### src/rtl/wb_commit_stage.sv
// Write-back/commit stage: registers the MEM/WB payload, issues RF and R7 write strobes,
// keeps a short history of committed GPR writes for bypass, and counts retired instructions.
module wb_commit_stage #(
  parameter int unsigned DW        = 16,
  parameter int unsigned AW        = 3,
  parameter int unsigned PC_REG    = 7,
  parameter int unsigned FWD_DEPTH = 2,
  parameter int unsigned CW        = 16
) (
  input  logic          clk,
  input  logic          reset,
  input  logic          in_valid,
  input  logic          stall,
  input  logic          flush,
  output logic          in_ready,
  input  logic          reg_we,
  input  logic          r7_we,
  input  logic [AW-1:0] dest,
  input  logic [1:0]    regSelect,
  input  logic [2:0]    r7Select,
  input  logic [DW-1:0] MemData,
  input  logic [DW-1:0] ALUOut,
  input  logic [DW-1:0] Imm970,
  input  logic [DW-1:0] PCInc,
  input  logic [DW-1:0] PCImmInc,
  input  logic [DW-1:0] RFOut2,
  output logic          rf_we,
  output logic [AW-1:0] rf_waddr,
  output logic [DW-1:0] rf_wdata,
  output logic          pc_we,
  output logic [DW-1:0] pc_wdata,
  input  logic [AW-1:0] fwd_raddr,
  output logic          fwd_hit,
  output logic [DW-1:0] fwd_data,
  output logic          sel_err,
  output logic [CW-1:0] retired
);

  localparam logic [AW-1:0] PcAddr = AW'(PC_REG);

  logic          r_valid;
  logic          r_reg_we;
  logic          r_r7_we;
  logic [AW-1:0] r_dest;
  logic [DW-1:0] r_rf_data;
  logic [DW-1:0] r_pc_data;
  logic          r_sel_err;
  logic [CW-1:0] r_retired;

  logic          r_hv [FWD_DEPTH];
  logic [AW-1:0] r_ha [FWD_DEPTH];
  logic [DW-1:0] r_hd [FWD_DEPTH];

  logic          w_capture;
  logic          w_rf_we;
  logic [DW-1:0] w_reg_mux;
  logic [DW-1:0] w_r7_mux;
  logic          w_r7_illegal;
  logic          w_hit;
  logic [DW-1:0] w_data;

  assign w_capture = in_valid & ~stall & ~flush;
  assign w_rf_we   = r_valid & r_reg_we & (r_dest != PcAddr);

  always_comb begin
    w_reg_mux = '0;
    unique case (regSelect)
      2'd0: w_reg_mux = MemData;
      2'd1: w_reg_mux = ALUOut;
      2'd2: w_reg_mux = Imm970;
      2'd3: w_reg_mux = PCInc;
    endcase
  end

  // Codes 6 and 7 are illegal: they load zero and raise the sticky error.
  always_comb begin
    w_r7_mux     = '0;
    w_r7_illegal = 1'b0;
    case (r7Select)
      3'd0:    w_r7_mux = Imm970;
      3'd1:    w_r7_mux = MemData;
      3'd2:    w_r7_mux = PCImmInc;
      3'd3:    w_r7_mux = ALUOut;
      3'd4:    w_r7_mux = RFOut2;
      3'd5:    w_r7_mux = PCInc;
      default: w_r7_illegal = 1'b1;
    endcase
  end

  always_ff @(posedge clk or posedge reset) begin
    if (reset) begin
      r_valid   <= 1'b0;
      r_reg_we  <= 1'b0;
      r_r7_we   <= 1'b0;
      r_dest    <= '0;
      r_rf_data <= '0;
      r_pc_data <= '0;
      r_sel_err <= 1'b0;
      r_retired <= '0;
    end else begin
      r_valid <= w_capture;
      if (w_capture) begin
        r_reg_we  <= reg_we;
        r_r7_we   <= r7_we;
        r_dest    <= dest;
        r_rf_data <= w_reg_mux;
        r_pc_data <= w_r7_mux;
        if (r7_we && w_r7_illegal) begin
          r_sel_err <= 1'b1;
        end
      end
      if (r_valid) begin
        r_retired <= r_retired + CW'(1);
      end
    end
  end

  // History shifts only on a committed GPR write; entry 0 is the youngest.
  always_ff @(posedge clk or posedge reset) begin
    if (reset) begin
      for (int i = 0; i < FWD_DEPTH; i++) begin
        r_hv[i] <= 1'b0;
        r_ha[i] <= '0;
        r_hd[i] <= '0;
      end
    end else if (w_rf_we) begin
      r_hv[0] <= 1'b1;
      r_ha[0] <= r_dest;
      r_hd[0] <= r_rf_data;
      for (int i = 1; i < FWD_DEPTH; i++) begin
        r_hv[i] <= r_hv[i-1];
        r_ha[i] <= r_ha[i-1];
        r_hd[i] <= r_hd[i-1];
      end
    end
  end

  // Scan oldest to youngest so later (younger) matches override earlier ones.
  always_comb begin
    w_hit  = 1'b0;
    w_data = '0;
    for (int i = FWD_DEPTH - 1; i >= 0; i--) begin
      if (r_hv[i] && (r_ha[i] == fwd_raddr)) begin
        w_hit  = 1'b1;
        w_data = r_hd[i];
      end
    end
    if (w_rf_we && (r_dest == fwd_raddr)) begin
      w_hit  = 1'b1;
      w_data = r_rf_data;
    end
    if (fwd_raddr == PcAddr) begin
      w_hit  = 1'b0;
      w_data = '0;
    end
  end

  assign in_ready = ~stall;
  assign rf_we    = w_rf_we;
  assign rf_waddr = r_dest;
  assign rf_wdata = r_rf_data;
  assign pc_we    = r_valid & r_r7_we;
  assign pc_wdata = r_pc_data;
  assign fwd_hit  = w_hit;
  assign fwd_data = w_data;
  assign sel_err  = r_sel_err;
  assign retired  = r_retired;

endmodule

### config.mk
export PLATFORM = sky130hd
export DESIGN_NAME = wb_commit_stage
export DESIGN_NICKNAME = d
export VERILOG_FILES = /design/src/rtl/wb_commit_stage.sv
export SDC_FILE = /design/constraint.sdc
export NUM_CORES = 1
export LEC_CHECK = 0
export CORE_MARGIN = 2
export CORE_UTILIZATION = 51
export CTS_BUF_LIST = sky130_fd_sc_hd__clkbuf_8
export CTS_CLUSTER_DIAMETER = 50
export DETAILED_ROUTE_END_ITERATION = 12
export PLACE_DENSITY = 0.89
export SETUP_SLACK_MARGIN = 0.4
export SKIP_LAST_GASP = 1
export SYNTH_ARGS = -nofsm -noshare
export SYNTH_HDL_FRONTEND = slang
export SYNTH_SLANG_ARGS = --single-unit
### constraint.sdc
create_clock -name clk -period 4.95 [get_ports clk]
set_clock_uncertainty 0.1 [all_clocks]
set_input_delay 0.7425 -clock clk [delete_from_list [all_inputs] [get_ports clk]]
set_output_delay 0.7425 -clock clk [all_outputs]
set_load 0.02 [all_outputs]
### After elaboration in Yosys (flattened, before gate mapping)

Index checks and enable logic that the tools add are counted.

* div/mod/pow operators: 0
* multiply operators: 0
* $add $sub $neg: 1
* eq/ne operators: 13
* reductions and logical operators: 8
* shift operators: 0
* $lt $le $gt $ge: 0
* bitwise gates (word level): 7
* multiplexer cells: 11

Operators with widths (number)
* 16-bit one-hot mux with 6 select lines: 1
* 16-bit two-way mux: 4
* 16-bit one-hot mux with 4 select lines: 1
* 16-bit by 1-bit adder with 16-bit output, second input constant: 1
* 3-bit == test: 3
* 3-bit == test, second input constant: 3
* 3-bit by 2-bit == test with 1-bit output, second input constant: 2
* 6-bit OR reduction: 1
* 1-bit AND: 5
* 1-bit two-way mux: 5
* 2-bit == test, second input constant: 2
* 1-bit logical AND: 4
* 3-bit by 1-bit == test with 1-bit output, second input constant: 1
* 3-bit zero test: 1
* 3-bit inequality test, second input constant: 1
* 2-bit by 1-bit == test with 1-bit output, second input constant: 1
* 2-bit zero test: 1
* 1-bit inverter: 2
* 2-bit AND reduction: 1

* RAM bits: 0
* output and inout port bits: 72
* ROM bits: 0
* latch bits: 0
* memories kept: 0
* bits in registers: 95

### Longest topological paths before layout

Gate-level depths: netlist of the first run.

* depth after elaboration: 6
* depth in mapped cells: 7
* gate-level depth less buffers: 5

### Worst setup path before layout of the first run

OpenSTA, ideal clock, no wires.

* path type: input -> output
* start point: input port fwd_raddr[2]
* end point: output port fwd_hit
* setup slack: 2.182 ns
* stages on the path: 5
* arrival: 1.926 ns
* cells stage by stage: xnor2_1 -> nand3_2 -> or2_1 -> buf_6 -> a21boi_0

* word-level cells in the longest chain between the ends: 6
* elaborated cells on any way between the ends: 11
* those cells by class: eq/ne: 4; mux: 4; reduce/logical: 3

Ends and longest elaborated chain
* from (decl): line 32 `input logic [AW-1:0] fwd_raddr,`
* 3-bit == test: line 143 `if (r_hv[i] && (r_ha[i] == fwd_raddr)) begin`
* 1-bit logical AND: line 143
* 1-bit two-way mux (2 in series): line 143
* 1-bit two-way mux: line 148 `if (w_rf_we && (r_dest == fwd_raddr)) begin`
* 1-bit two-way mux *: line 152 `if (fwd_raddr == PcAddr) begin`
* to (decl): line 33 `output logic fwd_hit,`

Mark *: on every way between the ends. The rest lies on a longest branch, timed or not.

### Worst setup path after layout of the first run

* start point: input port fwd_raddr[0]
* end point: output port fwd_data[3]

* word-level cells in the longest chain between the ends: 6
* elaborated cells on any way between the ends: 11
* those cells by class: eq/ne: 4; mux: 4; reduce/logical: 3

Ends and longest elaborated chain
* 3-bit == test: line 143
* 1-bit logical AND: line 143
* 16-bit two-way mux (2 in series): line 143
* 16-bit two-way mux: line 148
* 16-bit two-way mux *: line 152
* to (decl): line 34 `output logic [DW-1:0] fwd_data,`

Marked as above.

==> reports/summary.log, run 1 <==
INFO  job            drv_cap=0
INFO  placement      dp_hpwl=11400um
INFO  setup_path     worst-endpoint-arrival=3.37ns
INFO  worst_hold_path hold_path.class=flop to flop
INFO  finish         antenna_cells=0
INFO  drt            wl_met1=5850um
INFO  pwr            vdd_drop_max=0.000156V
INFO  setup_path     cp_bufs_invs=2
INFO  drt            routed_wire_length=14700um
INFO  synth          yosysUniqueCellTypes=42
INFO  clock_network  cts.hold.buffers_added=0
INFO  setup_path     critical_path.startpoint_type=input port
INFO  sta            finalSetupViolations=0
INFO  grt            grt_pass1_wl=23600um
INFO  pwr            p_leak=0.00311uW
INFO  drt            routed.top_layer=met5
INFO  floorplan      rows=37
INFO  floorplan      design.die.area=0.0115mm2
INFO  clock_network  cts.reportedPaths.clkPinSlew=0.10ns
INFO  sta            fin_crit_sh=85.0%
INFO  drt            route.met3.wl=943um
INFO  synth          avgSynthCellArea=10.6um2
INFO  clock_network  cts-buffers-inserted=9
INFO  drt            remaining_drc_errors=0
INFO  finish         final_layout_size_suffix_gt1_share=12.0%
INFO  placement      gp_congestion=0.843
INFO  pwr            design_power_total=2620uW
INFO  synth          yosysWarnings=0
INFO  synth          synth-edff-count=0
INFO  synth          synth_nets=626
INFO  setup_path     critical_path.max_fanout=17
INFO  sta            worstMarginPinSlew=1.15ns
INFO  drt            vias_per_cell=5.73
INFO  floorplan      die-height=107um
INFO  finish         syn2layout_area_growth=36.6%
INFO  sta            maxClockFrequency=238MHz
INFO  setup_path     largest_delay_share_family_worst_path=buffers and inverters
INFO  floorplan      design.portCount=186
INFO  grt            largest_net_degree_at_the_start_of_global_routing=56
INFO  synth          async_reset_ff_share=100%
INFO  setup_path     critical_path.cell_chain=clkdlybuf4s50_1, xnor2_1, nand3_2, or2_1, a31oi_1, clkdlybuf4s50_1
INFO  setup_path     slowest_stage=sky130_fd_sc_hd__or2_1
INFO  drt            detail-route-antenna-nets=0
INFO  sta            finalHoldViolCount=0
INFO  sta            timing.hold.ws=0.389ns
INFO  finish         nNetsFinal=786
INFO  clock_network  cts_max_path_buffers=2
INFO  sta            grt_setup_unrepaired=no
INFO  clock_network  cts_post_setup_buffers_inserted=0
INFO  placement      port_buffers=185
INFO  synth          syn_inst=511
INFO  clock_network  htree_levels=3
INFO  floorplan      die-width=107um
INFO  setup_path     worst_path_most_repeated_cell=sky130_fd_sc_hd__clkdlybuf4s50_1
INFO  grt            grt.overflow.total=0
INFO  drt            detailedRoute.firstPassIterationCount=5
INFO  setup_path     crit_path_end_kind=output pin
INFO  sta            setup_total_negative_slack=0ns
INFO  clock_network  tritoncts=yes
INFO  finish         n_fill_cell=711
INFO  drt            wl_per_cell=18.2um
INFO  pwr            p_per_area=354mW/mm2
INFO  drt            dr.first_iter.drc_count=315
INFO  outcome        outcome=finished clean
INFO  sta            worst_slew_margin_rel=23.1%
INFO  clock_network  clkSinkCount=95
INFO  setup_path     critical_path_required=4.11ns
INFO  drt            met2_length=7530um
INFO  setup_path     r2r_setup_slack=2.80ns
INFO  setup_path     worst-setup-path-type=input port to output pin
INFO  sta            drv_slew=0
INFO  synth          synth_seq_cells=95
INFO  clock_network  cts_resized=0
INFO  clock_network  worst_skew_pair.late_latency=0.35ns
INFO  grt            antenna_found_initial=1
INFO  grt            track_usage=26.6%
INFO  synth          synth-seq-area-share=43.8%
INFO  grt            grt_pass1_vias=4666
INFO  synth          yosys_most_used_dff=sky130_fd_sc_hd__dfrtp_1
INFO  drt            routed-via-count=4648
INFO  synth          netlist_area=0.00543mm2
INFO  setup_path     cp_slowest_stage_delay=0.63ns
INFO  sta            post-route-min-period=4.21ns
INFO  floorplan      initial_core_util=52.6%
INFO  floorplan      core=0.0103mm2
INFO  clock_network  cts_root_buffer=sky130_fd_sc_hd__clkbuf_8
## worst min-delay path, delay by kind of cell (launching register included)
kind,cells,cell delay [ns]
and+or+nand+nor,2,0.11
DFF,1,0.36
## cells by family (layout without fill, tap and decap cells)
kind of cell             Yosys count  in the layout  share of synthesized area (%)
flip-flops                        95             95                           43.8
buffers and inverters             47            211                           4.86
adder cells (fa/ha/maj)            1              1                          0.230
multiplexers                      74             74                           20.8
XOR/XNOR                          24             24                           3.87
AND/OR/NAND/NOR                  196            196                           16.1
AO/OA/AOI/OAI                     74             74                           10.4
## worst paths after layout
kind | startpoint | endpoint | depth (start not counted)
max | fwd_raddr[0] | fwd_data[3] | 6
min reg2reg | r_hd[15] | r_hd[15] | 2
min | r_hd[15] | r_hd[15] | 2
max in group asynchronous | reset | r_hd[0] | 3
min in group asynchronous | reset | retired[6] | 2
max reg2reg | r_valid | r_ha[3] | 3
## synth_stat cells (all sizes together), types with 5 or more instances
cell,count,area (um2)
inv,8,30.0
o22a,13,114
nand4,5,46.3
nand2,132,495
mux2i,22,220
a21oi,6,30.0
clkbuf,14,53.8
o31ai,16,120
o21ai,14,70.1
nor2,8,30.0
nor2b,13,81.3
dfrtp,95,2380
nand3,24,125
a31oi,16,163
mux2,25,282
buf,25,180
xor2,7,61.3
mux4,27,627
xnor2,17,149
## power breakdown
| group | switching [uW] | leakage [uW] | internal [uW] |
|---|---|---|---|
| Combinational | 465 | 0.00184 | 485 |
| Sequential | 214 | 0.00118 | 1010 |
| Clock | 271 | 0.0000857 | 183 |
| Total | 951 | 0.00311 | 1670 |
## layout make-up
class	count	area, um2	area share, %
Clock buffer	9	124	1.67
Clock inverter	6	47.5	0.641
Inverter	8	32.5	0.439
Multi-Input combinational cell	369	2800	37.7
Sequential cell	95	2380	32.0
Tap cell	136	170	2.29
Timing Repair Buffer	188	1870	25.2
## metrics by stage
step / area [um2] / instances / setup WS [ns] / util (%)
2_1_floorplan: 5430 / 511 / 1.63 / -
3_5_place_dp: 7250 / 796 / 0.745 / 70.2
5_1_grt: 7420 / 811 / 0.535 / 71.9
4_1_cts: 7420 / 811 / 0.741 / 71.9
6_report: 7420 / 811 / 0.741 / 71.9
3_3_place_gp: 7250 / 796 / 0.816 / 70.2
## routing by layer
metal | vias to the layer above | global-route usage, %
li1 | 2143 | -
met1 | 2258 | 33.4
met2 | 214 | 45.8
met3 | 31 | 4.74
met4 | 2 | 10.0
met5 | - | 0
## state kept, by name (all words and copies together) (netlist names)
name and count:
r_hd 32, pc_wdata 16, retired 16, rf_wdata 16, r_ha 6, rf_waddr 3, r_hv 2, r_r7_we 1
r_reg_we 1, r_valid 1, sel_err 1
## cell usage in the layout (no fill, tap or decap), drive strengths merged, types with 3 or more instances in the layout
cell type        n
clkdlybuf4s50  184
nand2          132
dfrtp           95
mux4            27
mux2            25
nand3           24
mux2i           22
xnor2           17
o31ai           16
a31oi           16
o21ai           14
o22a            13
nor2b           13
clkbuf           9
inv              9
nor2             8
xor2             7
a21oi            6
nand4            5
and3             4
o22ai            4
clkinv           4
buf              4
and4             3
nand2b           3
(Power assumes the default switching activity.)
==> run 2: changes to the inputs <==
- GPL_ROUTABILITY_DRIVEN: unset -> 0
==> results of run 2 <==
No change in the layout: final DEF, timing and power equal those of run 1.
